[config.mk]
export PLATFORM = sky130hd
export DESIGN_NAME = pj_detector_jogada
export DESIGN_NICKNAME = d
export VERILOG_FILES = /design/src/rtl/pj_detector_jogada.sv
export SDC_FILE = /design/constraint.sdc
export NUM_CORES = 1
export LEC_CHECK = 0
export BUFFER_PORTS_ARGS = -buffer_cell sky130_fd_sc_hd__buf_2
export CORE_MARGIN = 1.5
export CORE_UTILIZATION = 64
export CTS_BUF_LIST = sky130_fd_sc_hd__clkbuf_8
export DETAILED_ROUTE_END_ITERATION = 7
export PLACE_DENSITY = 0.85
export SETUP_SLACK_MARGIN = 0.02
export SYNTH_ARGS = -nofsm -noshare
export SYNTH_HDL_FRONTEND = slang
export SYNTH_SLANG_ARGS = --single-unit
[constraint.sdc]
create_clock -name clock -period 2.8 [get_ports clock]
set_clock_uncertainty 0.1 [all_clocks]
set_input_delay 0.28 -clock clock [delete_from_list [all_inputs] [get_ports clock]]
set_output_delay 0.28 -clock clock [all_outputs]
set_load 0.01 [all_outputs]
[src/rtl/pj_detector_jogada.sv]
// Answer-button input stage of the quiz control unit: 2-FF synchronizer, per-bit debounce,
// and a Moore FSM that turns one clean single-button press into a jogada pulse with its code.
module pj_detector_jogada #(
    parameter int N_BOTOES        = 4,
    parameter int DEBOUNCE_CYCLES = 50000
) (
    input  logic                clock,
    input  logic                reset,
    input  logic                habilita,
    input  logic [N_BOTOES-1:0] botoes,
    output logic                jogada,
    output logic [N_BOTOES-1:0] codigo,
    output logic                multiplo,
    output logic [3:0]          db_estado
);

    localparam int            CW     = $clog2(DEBOUNCE_CYCLES + 1);
    localparam logic [CW-1:0] ULTIMO = CW'(DEBOUNCE_CYCLES - 1);

    typedef enum logic [2:0] {
        REPOUSO       = 3'd0,
        ESPERA_SOLTAR = 3'd1,
        ARMADO        = 3'd2,
        CAPTURA       = 3'd3,
        REJEITA       = 3'd4
    } estado_t;

    estado_t             estado;
    estado_t             proximo;
    logic [N_BOTOES-1:0] s1;
    logic [N_BOTOES-1:0] s2;
    logic [N_BOTOES-1:0] deb;
    logic [CW-1:0]       contador [N_BOTOES];
    logic                um_botao;
    logic                varios;
    logic                captura_en;

    // NOTE: state is written with non-blocking assignments so every register samples pre-edge values.
    always_ff @(posedge clock) begin
        if (reset) begin
            s1 <= '0;
            s2 <= '0;
        end else begin
            s1 <= botoes;
            s2 <= s1;
        end
    end

    // A level change on s2 must persist for DEBOUNCE_CYCLES consecutive edges before deb follows it.
    for (genvar i = 0; i < N_BOTOES; i++) begin : g_debounce
        // NOTE: the counter array is a handful of flops, not RAM, so it is cleared with everything else.
        always_ff @(posedge clock) begin
            if (reset) begin
                deb[i]      <= 1'b0;
                contador[i] <= '0;
            end else if (s2[i] == deb[i]) begin
                contador[i] <= '0;
            end else if (contador[i] == ULTIMO) begin
                deb[i]      <= s2[i];
                contador[i] <= '0;
            end else begin
                contador[i] <= contador[i] + CW'(1);
            end
        end
    end

    // x & (x-1) clears the lowest set bit: zero means at most one bit was set.
    always_comb begin
        varios   = (deb & (deb - N_BOTOES'(1))) != '0;
        um_botao = (deb != '0) && !varios;
    end

    always_ff @(posedge clock) begin
        if (reset) begin
            estado <= REPOUSO;
        end else begin
            estado <= proximo;
        end
    end

    // NOTE: every signal driven here gets a default first, so no path can infer a latch.
    always_comb begin
        proximo    = estado;
        captura_en = 1'b0;
        case (estado)
            REPOUSO: begin
                if (habilita) begin
                    proximo = ESPERA_SOLTAR;
                end
            end
            ESPERA_SOLTAR: begin
                if (!habilita) begin
                    proximo = REPOUSO;
                end else if (deb == '0) begin
                    proximo = ARMADO;
                end
            end
            ARMADO: begin
                if (!habilita) begin
                    proximo = REPOUSO;
                end else if (um_botao) begin
                    proximo    = CAPTURA;
                    captura_en = 1'b1;
                end else if (varios) begin
                    proximo = REJEITA;
                end
            end
            CAPTURA: proximo = ESPERA_SOLTAR;
            REJEITA: proximo = ESPERA_SOLTAR;
            default: proximo = REPOUSO;
        endcase
    end

    // codigo is loaded on the ARMADO->CAPTURA edge and held until the next capture.
    always_ff @(posedge clock) begin
        if (reset) begin
            codigo <= '0;
        end else if (captura_en) begin
            codigo <= deb;
        end
    end

    always_comb begin
        jogada    = (estado == CAPTURA);
        multiplo  = (estado == REJEITA);
        db_estado = {1'b0, estado};
    end

endmodule

Yosys cells after proc, flatten, opt, wreduce, memory -nomap -nowiden
Memories as Yosys holds them, arrays and structs flattened.
Index checks and enable logic that the tools add are counted.
- flip-flop bits (word level): 19
- RAM bits: 64
- bits of input ports: 7
- word-level logic and storage cells: 126
- memories: 1
- memories (memory ; words ; width ; read ports ; clocked after memory_dff ; write ports ; RTL line ; RTL):
    contador ; 4 ; 16 ; 4 ; 0 ; 4 ; 33 ; logic [CW-1:0] contador [N_BOTOES];
- add/sub/neg operators: 5
- equal/unequal tests: 15
- multiplexer cells: 68
- bitwise logic cells: 17
- reduce and logical (&&, ||, !) cells: 12
- operators by type and width (cell ; count):
    2-to-1 mux 16 bit ; 12
    adder 16 x 1 -> 16 bit, second input constant ; 4
    == test 16 bit, second input constant ; 4
    2-to-1 mux 1 bit ; 49
    2-to-1 mux 3 bit ; 6
    OR 1 bit ; 12
    case mux 3 bit (4 select lines) ; 1
    AND reduction 2 bit ; 4
    nonzero test 4 bit ; 2
    == test 3 x 2 -> 1 bit, second input constant ; 2
    AND 4 bit ; 1
    == test 1 bit ; 4
    zero test 4 bit ; 1
    inequality test 4 bit, second input constant ; 1
    NOT 1 bit ; 4
    subtractor 4 x 1 -> 4 bit, second input constant ; 1
    == test 3 x 1 -> 1 bit, second input constant ; 1
    == test 3 bit, second input constant ; 1
    zero test 3 bit ; 1
    inequality test 3 bit, second input constant ; 1
    AND reduction 3 bit ; 1
    inequality test 2 bit, second input constant ; 1
    OR reduction 2 bit ; 1
    logical AND 1 bit ; 1
    zero test 1 bit ; 1

Logic depth before layout (Yosys ltp)
Gate-level depths: netlist of run 1.
- word-level depth: 8
- mapped depth: 7

Least setup slack after synthesis of run 1
Ideal clock, no wire load.
- kind: reg-to-reg
- start point: memory contador[1][5] in the netlist's numbering
- end point: memory contador[1][8] in the netlist's numbering, data pin
- setup time: 0.254 ns
- arrival time: 1.702 ns
- slack: 0.743 ns
- stages on the path, launching flop included: 7
- buffers on the path: 2
- clock period less this slack: 2.057 ns
- cells stage by stage: edfxtp_1 > or4_1 > nor4_2 > or3_1 > buf_6 > buf_12 > nor2_1
- RTL lines (what ; RTL line):
    start: declaration ; 33

==> summary.txt, run 1 <==
Worst setup path
  • CP max FO: 16
  • Slowest CP cell: or4_1
  • Setup Crit Path Kind: reg2reg
  • Crit path required time: 2.78 ns
  • RR Startpoint: contador[2][12]$_SDFFCE_PN0P_
  • CP Launch Point: contador[2][12]$_SDFFCE_PN0P_
  • R2r setup slk: 0.43 ns
  • Reg2reg end: contador[2][3]$_SDFFCE_PN0P_
  • Max incr delay on CP: 0.56 ns
  • Worst path buffer plus inverter count: 0
  • Delay-heaviest family, CP: simple AND/OR/NAND/NOR gates
  • Reg2Reg Depth: 4
  • Critical Path Source Type: flop
  • Worst path cell trace: or4_1 > nor4_2 > or3_1 > nor2_1
  • CP arrival: 2.36 ns
  • Crit path capture type: flop

Layout
  • Area Growth Syn to Fin: 10.9%
  • Filler Cell Count: 438
  • Fin nets: 509
  • Share of cells above drive strength 1: 0.0736
  • Finished Cell Area: 0.00486 mm^2
  • Diode count: 0

Place
  • Post-detail-place hpwl: 5.42 mm
  • Placed inst area: 0.00468 mm^2
  • GP Congestion: 0.824
  • Port Buffers: 15

Run status
  • Run status: completed

CTS
  • CTS hold repair buffers: 0
  • Worst-path clk slew: 0.08 ns
  • # Post-CTS Setup Buffers: 0
  • CTS Buf Count: 9
  • Clk_lat worst skew: 0.35 ns
  • CTS tree: done
  • Clock sinks: 83
  • H-tree depth: 3
  • # resized after CTS: 0
  • CTS max path bufs: 2
  • Clk root buf: clkbuf_8

Global routing
  • First-pass GRT wire length: 13.8 mm
  • Total GRT Usage: 0.236
  • Gr ovfl total: 0
  • Largest net degree at the start of global routing: 25
  • Vias in the first global route: 3142
  • Initial antenna violation count: 0

Route
  • Vias post-DR: 3248
  • DR pass1 iterations: 5
  • Drt wl/cell: 13.3 um
  • Iter 0 DRT Violations: 253
  • Post-DRT Antenna Nets: 0
  • Routed WL: 7.69 mm
  • DRC viols: 0
  • Mean number of vias per cell: 5.60

Floorplan
  • IO Pins: 17
  • Placeable core area: 0.00649 mm^2
  • DIE AREA: 0.00735 mm^2
  • Initial Util: 0.675
  • Site Rows: 29
  • Die X: 85.7 um
  • DIE HEIGHT: 85.7 um

Synthesis
  • Area of the mapped netlist: 0.00438 mm^2
  • Post-synthesis cell type count: 46
  • Sequential area share after synthesis: 0.525
  • Post-synth EDFFs: 64
  • Mapped Cells: 423
  • Syn avg cell area: 10.4 um^2
  • FFs w/ async S/R, synth: 0
  • Syn. warnings: 0
  • Main synth FF type: edfxtp_1
  • Seq cells post-synth: 83

STA
  • Setup TNS after final layout: 0 ns
  • RSZ-0062 raised after global routing: false
  • Setup violators final: 0
  • Period utilisation layout: 0.848
  • Min cycle time layout: 2.37 ns
  • Worst Max-Slew Pin Slew: 0.596 ns
  • Slew Limit Fails: 0
  • Max_slew headroom: 0.599
  • Max Clk Rate: 421 MHz
  • Final hold viol count: 0

Job
  • Max-Cap Viols: 0

Power
  • P_leak: 1.66 nW
  • Tot Pwr: 2.35 mW
  • Power density over the cells: 482 mW/mm^2
  • Peak supply drop: 0.323 mV

Worst hold path
  • Min-delay src: botoes[2]
  • Hold EP: s1[2]$_SDFF_PP0_
  • Worst Hold Class: in2reg
  • Hold Path Stages: 2
## cell type report
class,count,area (um^2),area share
clock buffers,12,165,0.0340
clock inverters,4,17.5,0.00360
inverters,12,45.0,0.00927
multi-input cells,376,2150,0.443
well taps,77,96.3,0.0198
repair buffers,16,82.6,0.0170
flip-flops and latches,83,2300,0.474
## layer usage
layer | vias to the layer above | global-route usage | share of wire
li1 | 1601 | - | -
met1 | 1514 | 0.310 | 0.44
met2 | 112 | 0.383 | 0.49
met3 | 21 | 0.0443 | 0.049
met4 | 0 | 0.109 | 0.026
met5 | - | 0 | 0
## per-stage QoR
| step | util | hold WS [ns] | cells | setup slack [ns] |
|---|---|---|---|---|
| after floorplan | - | 0.296 | 486 | 0.743 |
| after global routing | 0.748 | 0.0634 | 580 | 0.234 |
| after global placement | 0.720 | 0.320 | 564 | 0.448 |
| final | 0.748 | 0.0381 | 580 | 0.426 |
| after CTS | 0.748 | 0.0278 | 580 | 0.405 |
| after detailed placement | 0.720 | 0.321 | 564 | 0.412 |
## kinds of logic after synthesis
| logic type | count (synthesis) | synth area share |
|---|---|---|
| buffers and inverters | 27 | 0.0374 |
| other | 2 | 0.00171 |
| XOR/XNOR | 60 | 0.120 |
| AO/OA/AOI/OAI | 18 | 0.0246 |
| flip-flops | 83 | 0.525 |
| AND/OR/NAND/NOR | 223 | 0.266 |
| adder cells (fa/ha/maj) | 5 | 0.0137 |
| multiplexers | 5 | 0.0117 |
## cells in the mapped netlist, drive strengths merged (3+ instances only)
cell    count  area [um^2]
a21oi       4         20.0
a31oi       3         18.8
buf         8         92.6
clkbuf      7         26.3
dfxtp      19          380
edfxtp     64         1920
ha          4         50.1
inv        12         45.0
mux2i       4         40.0
nand2      21         78.8
nand3      22          128
nand4      18          113
nand4b      3         26.3
nor2       83          312
nor2b       8         50.1
nor3       26          130
nor4       19          138
o21ai       6         30.0
or3         5         31.3
or4         4         33.8
xnor2      48          420
xor2       12          105
## state kept, by name, indices dropped and copies added (netlist names)
name      count
s2            4
deb           4
estado        3
s1            4
codigo        4
contador     64
## worst max-delay path by stage
stage,to,slack [ns],cells after the start
final,contador[2][3]$_SDFFCE_PN0P_,0.43,4
after global routing,contador[1][5]$_SDFFCE_PN0P_,0.23,4
after CTS,contador[1][5]$_SDFFCE_PN0P_,0.41,4
after detailed placement,contador[1][5]$_SDFFCE_PN0P_,0.41,4
after global placement,contador[3][5]$_SDFFCE_PN0P_,0.45,4
after floorplan,contador[1][8]$_SDFFCE_PN0P_,0.74,6
## layout by cell type, fill, tap and decap left out, drive strengths merged, types with 5 or more instances in the layout
cell,n
nor2,83
conb,65
edfxtp,64
xnor2,48
nor3,26
nand3,22
nand2,21
dfxtp,19
nor4,19
nand4,18
buf,16
inv,14
xor2,12
clkbuf,12
nor2b,8
o21ai,6
or3,5
## where the power goes
| part | switching [mW] | internal (mW) |
|---|---|---|
| Sequential | 0.0581 | 1.37 |
| Combinational | 0.0662 | 0.0499 |
| Clock | 0.412 | 0.386 |
| Total | 0.536 | 1.81 |
Power figures use the tool's default switching activity.
==> run 2, diff against run 1 <==
CORE_UTILIZATION = 58   (was 64)
PLACE_DENSITY = 0.81   (was 0.85)
clock period = 2 ns   (was 2.8 ns; I/O delays follow)
==> run 2 against run 1 <==
  * Utilization fell by 0.58 points
  * Clock power rose by 22%
  * Worst hold slack improved by 0.0077 ns
  * Combinational power rose by 120%
  * Register-to-register slack got worse by 0.42 ns
  * Design area rose by 11%
  * Critical path depth rose by 1
  * Via count rose by 2.2%
  * Critical path type unchanged
  * Highest routed layer unchanged
==> summary.txt, run 2 (same netlist as run 1, synthesis figures left out) <==
Worst hold path
  • Worst Hold Class: in2reg
  • Hold Path Stages: 3 (+1)

STA
  • Period utilisation layout: 0.997 (+0.149)
  • Max Clk Rate: 501 MHz (+19%)
  • Setup violators final: 0 (unchanged)
  • Min cycle time layout: 1.99 ns (-0.380 ns)
  • RSZ-0062 raised after global routing: true
  • Final setup slack of the worst path: 0.00596 ns (-0.420 ns)
  • Slew Limit Fails: 0 (unchanged)
  • Final hold viol count: 0 (unchanged)
  • Max_slew headroom: 0.525 (-0.0740)
  • Worst Max-Slew Pin Slew: 0.706 ns (+0.110 ns)

Layout
  • Finished Cell Area: 0.00542 mm^2 (+11%)
  • Diode count: 0 (unchanged)
  • Filler Cell Count: 542 (+24%)
  • Max FFs per register: 64 (unchanged)
  • Share of cells above drive strength 1: 0.191 (+0.118)
  • Fin nets: 556 (+9.2%)
  • Area Growth Syn to Fin: 23.6%
  • Commonest non-fill, non-tap cell in the layout: nor2_1
  • Most frequent cells in the layout: nor2_1, conb_1, edfxtp_1
  • Fin util: 0.743 (-0.00579)
  • Biggest register: contador

CTS
  • CTS Buf Count: 9 (unchanged)
  • CTS max path bufs: 2 (unchanged)
  • Worst-path clk slew: 0.08 ns (about the same)
  • Clock sinks: 83 (unchanged)
  • Clk_lat worst skew: 0.35 ns (about the same)
  • CTS tree: done
  • Clk root buf: clkbuf_8
  • H-tree depth: 3 (unchanged)

Power
  • Sequential share of power: 0.618 (+0.008)
  • Peak supply drop: 0.388 mV (+20%)
  • Power share of the combinational group: 0.078 (+0.028)
  • P_leak: 1.96 nW (+18%)
  • Power density over the cells: 593 mW/mm^2 (+23%)
  • Switching power total: 0.749 mW (+40%)
  • Tot Pwr: 3.21 mW (+37%)
  • Pint: 2.46 mW (+36%)
  • Clock Power Share: 0.304 (-0.037)
  • Net Sw Frac: 0.233 (+0.00445)

Floorplan
  • IO Pins: 17 (unchanged)
  • Initial Util: 0.601 (-0.0737)
  • DIE AREA: 0.00808 mm^2 (+10%)
  • Die X: 89.9 um (+4.9%)
  • Site Rows: 31 (+6.9%)
  • Placeable core area: 0.00729 mm^2 (+12%)
  • DIE HEIGHT: 89.9 um (+4.9%)

Route
  • DR pass1 iterations: 4 (-1)
  • Drt wl/cell: 12.6 um (-4.8%)
  • Post-DRT Antenna Nets: 0 (unchanged)
  • Iter 0 DRT Violations: 201 (-21%)
  • Mean number of vias per cell: 5.12 (-8.5%)
  • Vias post-DR: 3320 (+2.2%)
  • DRC viols: 0 (unchanged)
  • Routed WL: 8.18 mm (+6.4%)

Worst setup path
  • Crit path capture type: flop
  • CP max FO: 8 (-8)
  • Critical Path Source Type: flop
  • Setup Crit Path Kind: reg2reg
  • Reg2Reg Depth: 5 (+1)
  • Crit path required time: 2.01 ns (-0.77 ns)
  • Worst path cell trace: or4_4 > nor4_4 > or3_4 > clkbuf_16 > nor2_2
  • CP arrival: 2.00 ns (-0.36 ns)
  • Max incr delay on CP: 0.56 ns (about the same)
  • Slowest CP cell: or4_4

Run status
  • Run status: completed

Place
  • Post-detail-place hpwl: 5.69 mm (+5.0%)
  • Setup Slack @ Placement: 0.00958 ns (-0.403 ns)
  • Placed inst area: 0.00498 mm^2 (+6.5%)
  • Port Buffers: 15 (unchanged)
  • GP Congestion: 0.876 (+6.3%)

Job
  • Max-Cap Viols: 0 (unchanged)

Global routing
  • Vias in the first global route: 3204 (+2.0%)
  • Largest net degree at the start of global routing: 25 (unchanged)
  • Total GRT Usage: 0.209 (-0.0270)
  • Gr ovfl total: 0 (unchanged)
  • First-pass GRT wire length: 13.8 mm (+0.50%)
  • Initial antenna violation count: 0 (unchanged)
==> run 2: power by group through the flow <==
| stage | Clock (mW) | Sequential [mW] | Combinational [mW] |
|---|---|---|---|
| after floorplan | 0 | 2.02 | 0.139 |
| after global placement | 0 | 2.02 | 0.205 |
| after detailed placement | 0 | 2.02 | 0.211 |
| after CTS | 1.01 | 1.98 | 0.223 |
| after global routing | 1.06 | 2.00 | 0.280 |
| final | 0.978 | 1.99 | 0.251 |
==> run 2: path summary, 6_finish.rpt <==
check / from / end / slack [ns]
min: habilita / estado[1]$_SDFFE_PP0P_ / 0.05
max reg2reg: contador[2][11]$_SDFFCE_PN0P_ / contador[2][10]$_SDFFCE_PN0P_ / 0.006
max: contador[2][11]$_SDFFCE_PN0P_ / contador[2][10]$_SDFFCE_PN0P_ / 0.006
min reg2reg: s1[2]$_SDFF_PP0_ / s2[2]$_SDFF_PP0_ / 0.34
==> run 2: metal layers <==
metal	global-route usage	vias up	part of all wire	wire, um
li1	-	1701	-	-
met5	0	-	0	0
met3	0.0288	7	0.030	249
met2	0.345	58	0.50	4080
met4	0.0807	0	0.011	90
met1	0.281	1554	0.46	3760
==> run 2: cell type report <==
cell class                      instances  area, um^2  share of cell area
Clock buffer                            9         124              0.0229
Clock inverter                          6        26.3             0.00485
Inverter                               12        45.0             0.00832
Multi-Input combinational cell        376        2300               0.425
Sequential cell                        83        2300               0.425
Tap cell                               99         124              0.0229
Timing Repair Buffer                   63         490              0.0906
==> run 2: critical path: cells and delay by family (launching register included) <==
kind | cells | cell delay [ns]
and+or+nand+nor | 4 | 1.08
DFF | 1 | 0.39
buffers and inverters | 1 | 0.17
==> run 2: what timing repair did <==
action	4_1_cts	5_1_grt
resized for setup	5	36
setup buffers	3	5
hold buffers	4	0
setup endpoints to repair	32	50
cloned	0	1
pin swaps	4	17
endpoints found under the hold margin	4	0
==> run 2: stage by stage <==
stage          hold slack (ns)  setup TNS [ns]  instances
4_1_cts                 0.0404               0        643
2_1_floorplan            0.216          -0.738        486
3_5_place_dp             0.312               0        621
5_1_grt                 0.0570           -2.22        648
3_3_place_gp             0.315               0        621
6_report                0.0457               0        648
